**src/rtl/inst_frame_decoder.sv**
```systemverilog
// Instruction-frame front end: assembles opcode plus argument words from the fetch stream into one bundle,
// and saves/restores partially assembled frames on a small interrupt shadow stack.
module inst_frame_decoder #(
  parameter  int DATA_W     = 16,
  parameter  int MAX_ARGS   = 3,
  parameter  int ARGC_LSB   = 12,
  parameter  int SAVE_DEPTH = 2,
  localparam int AW         = $clog2(MAX_ARGS + 1)
) (
  input  logic                         clk,
  input  logic                         rst,
  input  logic [DATA_W-1:0]            i_fetch_data,
  input  logic                         i_fetch_valid,
  output logic                         o_fetch_ready,
  output logic                         o_inst_valid,
  input  logic                         i_inst_ready,
  output logic [DATA_W-1:0]            o_opcode,
  output logic [AW-1:0]                o_argc,
  output logic [MAX_ARGS*DATA_W-1:0]   o_args,
  input  logic                         i_interrupt,
  input  logic                         i_int_return,
  output logic                         o_int_ack,
  output logic                         o_save_full,
  output logic                         o_save_empty,
  output logic                         o_err
);

  localparam int SW = $clog2(SAVE_DEPTH + 1);
  localparam int IW = (SAVE_DEPTH > 1) ? $clog2(SAVE_DEPTH) : 1;
  localparam int SN = 1 << IW;

  typedef enum logic [1:0] {OPC, ARGS, HOLD} state_t;
  typedef logic [MAX_ARGS-1:0][DATA_W-1:0] args_t;

  state_t              state_q, state_n;
  logic [AW-1:0]       cnt_q, cnt_n, argc_q, argc_n, argc_in;
  logic [DATA_W-1:0]   opcode_q, opcode_n;
  args_t               args_q, args_n;
  logic [SW-1:0]       sp_q, sp_n;
  logic                err_q, err_n, ack_q, ack_n, full_q, empty_q;
  logic                push, active, stk_full, int_take, int_ovf, ret_req, fetch_hs;
  logic [IW-1:0]       push_idx, pop_idx;

  state_t              stk_state [SN];
  logic [AW-1:0]       stk_cnt   [SN];
  logic [AW-1:0]       stk_argc  [SN];
  logic [DATA_W-1:0]   stk_op    [SN];
  args_t               stk_args  [SN];

  assign active   = (state_q != HOLD);
  assign stk_full = (sp_q == SW'(SAVE_DEPTH));
  assign int_take = active && i_interrupt && !stk_full;
  assign int_ovf  = active && i_interrupt && stk_full;
  assign ret_req  = (state_q == OPC) && i_int_return;
  assign push_idx = sp_q[IW-1:0];
  assign pop_idx  = IW'(sp_q - 1'b1);
  assign argc_in  = i_fetch_data[ARGC_LSB +: AW];

  // A word is never consumed in a cycle that is busy with an interrupt push or a return pop.
  assign o_fetch_ready = active && !int_take && !ret_req && !rst;
  assign fetch_hs      = i_fetch_valid && o_fetch_ready;

  assign o_inst_valid = (state_q == HOLD);
  assign o_opcode     = opcode_q;
  assign o_argc       = argc_q;
  assign o_args       = args_q;
  assign o_int_ack    = ack_q;
  assign o_err        = err_q;
  assign o_save_full  = full_q;
  assign o_save_empty = empty_q;

  always_comb begin
    state_n  = state_q;
    cnt_n    = cnt_q;
    opcode_n = opcode_q;
    argc_n   = argc_q;
    args_n   = args_q;
    sp_n     = sp_q;
    push     = 1'b0;
    err_n    = 1'b0;
    ack_n    = 1'b0;
    if (int_take) begin
      push     = 1'b1;
      sp_n     = sp_q + 1'b1;
      state_n  = OPC;
      cnt_n    = '0;
      opcode_n = '0;
      argc_n   = '0;
      args_n   = '0;
      ack_n    = 1'b1;
      err_n    = ret_req;
    end else if (int_ovf) begin
      err_n = 1'b1;
    end else if (ret_req) begin
      if (sp_q == '0) begin
        err_n = 1'b1;
      end else begin
        sp_n     = sp_q - 1'b1;
        state_n  = stk_state[pop_idx];
        cnt_n    = stk_cnt[pop_idx];
        opcode_n = stk_op[pop_idx];
        argc_n   = stk_argc[pop_idx];
        args_n   = stk_args[pop_idx];
      end
    end else begin
      case (state_q)
        OPC: if (fetch_hs) begin
          if (int'(argc_in) > MAX_ARGS) begin
            err_n = 1'b1;
          end else begin
            opcode_n = i_fetch_data;
            argc_n   = argc_in;
            args_n   = '0;
            cnt_n    = '0;
            state_n  = (argc_in == '0) ? HOLD : ARGS;
          end
        end
        ARGS: if (fetch_hs) begin
          for (int k = 0; k < MAX_ARGS; k++)
            if (cnt_q == AW'(k)) args_n[k] = i_fetch_data;
          cnt_n = AW'(cnt_q + 1'b1);
          if (AW'(cnt_q + 1'b1) == argc_q) state_n = HOLD;
        end
        HOLD: if (i_inst_ready) state_n = OPC;
        default: state_n = OPC;
      endcase
    end
  end

  always_ff @(posedge clk or posedge rst) begin
    if (rst) begin
      state_q  <= OPC;
      cnt_q    <= '0;
      opcode_q <= '0;
      argc_q   <= '0;
      args_q   <= '0;
      sp_q     <= '0;
      err_q    <= 1'b0;
      ack_q    <= 1'b0;
      full_q   <= 1'b0;
      empty_q  <= 1'b1;
    end else begin
      state_q  <= state_n;
      cnt_q    <= cnt_n;
      opcode_q <= opcode_n;
      argc_q   <= argc_n;
      args_q   <= args_n;
      sp_q     <= sp_n;
      err_q    <= err_n;
      ack_q    <= ack_n;
      full_q   <= (sp_n == SW'(SAVE_DEPTH));
      empty_q  <= (sp_n == '0);
    end
  end

  // Stack storage needs no reset: the pointer alone decides which entries are live.
  always_ff @(posedge clk) begin
    if (push) begin
      stk_state[push_idx] <= state_q;
      stk_cnt[push_idx]   <= cnt_q;
      stk_op[push_idx]    <= opcode_q;
      stk_argc[push_idx]  <= argc_q;
      stk_args[push_idx]  <= args_q;
    end
  end

endmodule

```
**config.mk**
```make
export PLATFORM = sky130hd
export DESIGN_NAME = inst_frame_decoder
export DESIGN_NICKNAME = d
export VERILOG_FILES = /design/src/rtl/inst_frame_decoder.sv
export SDC_FILE = /design/constraint.sdc
export NUM_CORES = 1
export LEC_CHECK = 0
export ABC_AREA = 1
export CORE_UTILIZATION = 40
export DETAILED_ROUTE_END_ITERATION = 7
export RECOVER_POWER = 25
export SLEW_MARGIN = 25
export SYNTH_ARGS = -nofsm -noshare
export SYNTH_HDL_FRONTEND = slang
export SYNTH_SLANG_ARGS = --single-unit
export TNS_END_PERCENT = 5
```
**constraint.sdc**
```tcl
create_clock -name clk -period 7.8 [get_ports clk]
set_clock_uncertainty 0.05 [all_clocks]
set_input_delay 1.17 -clock clk [delete_from_list [all_inputs] [get_ports clk]]
set_output_delay 1.17 -clock clk [all_outputs]
set_load 0.02 [all_outputs]
```
==> impl_metrics.ini <==
[status]
outcome = finished clean

[synth]
yosys.area_share.simple = 0.264
synth_compound_area_frac = 0.0254
synthDistinctLibCells = 26
synth_mux_area_frac = 0
syn_area_per_cell_um2 = 9.68
synth-seq-cells = 216
yosysSeqAreaShare = 0.662
async_flop_share = 0.352
synthAdderAreaFrac = 0.00814
yosys_warnings = 0
synth_nets = 981
synth-xor-area-share = 0.000949
synth_cells = 953
synth_top_family_by_area = simple AND/OR/NAND/NOR gates
synth_edf_count = 140
ys.flop_type = edfxtp_1
syn_area_um2 = 9230

[die]
die_h_um = 154
start_util = 0.407
io_pins = 94
core.rowCount = 55
design.core.area_um2 = 22600
die_w_um = 154
dieArea_um2 = 23700

[power]
power_mw = 4.77
power.density_nw_per_um2 = 428
p_leak_nw = 4.93
vdd_drop_max_v = 0.000215

[sta]
setup-violations-final = 0
finalCriticalPeriod_ns = 4.36
hold_viol_final = 0
worst_pin_slew_ns = 0.861
slew_headroom = 0.426
rsz0062_at_grt = false
post-route-period-util = 0.559
setup-tns-final_ns = 0
fmax_ghz = 0.229
finalMaxSlewViolations = 0

[clocking]
cts_resized = 0
clkLatencyLatePin_ns = 0.51
post_cts.repair.setup_buffers = 0
cts_tree = done
cts_sinks = 216
cts.htree.levels = 1
clk_pin_slew_ns = 0.06
cts_buffers = 23
clockBufferDepth = 3
cts_root_buf = clkbuf_16
holdBufCountCts = 0

[place]
dp_hpwl_um = 13300
port_buffers = 93
place_congestion = 0.785
place_inst = 1289

[detailed_routing]
wl_per_cell_um = 16.4
drcViolationCount = 0
dr.pass1.iters = 5
vias = 6493
drt_iter0_drc = 416
drt_wl_total_um = 21800
ant_nets = 0
vias_per_cell = 4.88

[setup_path]
cp-start-kind = primary input
crit_slowest_cell = clkdlybuf4s50_1
crit_top_cell = clkdlybuf4s50_1
critPathMaxFanout = 43
crit_chain = clkdlybuf4s50_1 > nand3_4 > nand2_1 > nor3_1 > clkdlybuf4s50_1
required_ns = 6.58
crit_arrival_ns = 3.14
end_kind = primary output
ff2ff_path_depth = 12
slowest_delay_ns = 0.63
crit_type = in -> out

[cells_and_area]
nNetsFinal = 1057
syn_to_final_growth_pct = 20.7
final_cells = 1331
final_util = 0.492
drive_above_1_share = 0.0631
antenna_cells = 0

[run]
maxCapViolCount = 0

[global_route]
antenna_found_initial = 0
grt_max_degree = 78
grt_pass1_vias = 6372
grt_pass1_wl_um = 35200
gr-total-overflow = 0
grt_usage = 0.190

[hold_path]
min_path_type = reg -> reg
min_path_cells = 0
stage by stage:
step / hold slack [ns] / area [um^2] / setup slack, ns
finish: 0.441 / 11100 / 3.44
global placement: 0.427 / 10300 / 3.24
floorplan: 0.393 / 9230 / 2.74
detailed placement: 0.427 / 10300 / 3.14
global route: 0.461 / 11100 / 3.35
CTS: 0.442 / 11100 / 3.42
sequential cells by signal, indices dropped and copies added, names as in the netlist:
register / flops
o_args: 48
state_q: 2
o_err: 1
o_int_ack: 1
stk_op: 32
stk_state: 4
sp_q: 2
o_opcode: 16
o_save_empty: 1
stk_args: 96
o_argc: 2
stk_cnt: 4
cnt_q: 2
stk_argc: 4
o_save_full: 1
worst max-delay path, delay by kind of cell:
family	cells	cell delay [ns]
buf+inv	2	1.15
simple gates	3	0.81
synth_stat cells (5+ instances only):
| cell | number | area, um^2 |
|---|---|---|
| a21oi_1 | 7 | 35.0 |
| buf_1 | 5 | 18.8 |
| buf_2 | 11 | 55.1 |
| buf_4 | 8 | 60.1 |
| clkbuf_1 | 23 | 86.3 |
| dfrtp_1 | 75 | 1880 |
| edfxtp_1 | 140 | 4200 |
| ha_1 | 6 | 75.1 |
| inv_1 | 28 | 105 |
| nand2_1 | 394 | 1480 |
| nand2_2 | 6 | 37.5 |
| nand3_1 | 90 | 450 |
| nor2_1 | 106 | 398 |
| o21ai_0 | 37 | 185 |
routing by layer:
metal,GRT usage,up-vias,wire length (um)
li1,-,3247,-
met1,0.264,3094,10000
met2,0.314,122,10500
met3,0.0242,30,890
met4,0.0510,0,374
met5,0,-,0
power breakdown:
part | total (mW) | internal (mW) | leakage (nW) | switching (mW)
Sequential | 1.90 | 1.69 | 2.30 | 0.213
Combinational | 1.74 | 0.557 | 2.24 | 1.18
Clock | 1.12 | 0.687 | 0.388 | 0.436
Total | 4.77 | 2.94 | 4.93 | 1.83
cell usage in the layout (no fill, tap or decap), drive strengths merged:
master / instances
nor2: 107
o21ai: 39
nand2: 402
buf: 7
edfxtp: 140
ha: 6
clkinv: 8
inv: 32
or2: 1
dfrtp: 75
nor3: 1
nand3: 92
dfstp: 1
xnor2: 1
clkdlybuf4s50: 93
clkbuf: 31
bufinv: 3
a21oi: 7
worst paths after layout:
check,start,slack [ns],endpoint
worst max-delay path,i_interrupt,3.44,o_fetch_ready
worst min-delay path,o_opcode[13],0.44,stk_op[0][13]
worst max register to register,sp_q[0],4.48,o_args[17]
worst min register to register,o_opcode[13],0.44,stk_op[0][13]
max in group asynchronous,rst,6.01,o_opcode[3]
min in group asynchronous,rst,1.16,o_opcode[8]
cell families (layout without fill, tap and decap cells):
group                    count (synthesis)  in the layout
flip-flops                             216            216
adder cells (fa/ha/maj)                  6              6
buffers and inverters                   81            174
AND/OR/NAND/NOR                        603            603
XOR/XNOR                                 1              1
AO/OA/AOI/OAI                           46             46
cell type report:
type                       count  area, um^2
timing repair buffer         100         987
clock inverter                11         133
fill                        2097       11500
tap                          285         357
inverter                      32         121
clock buffer                  31         656
multi-input combinational    656        2780
sequential                   216        6110
(Power assumes the default switching activity.)
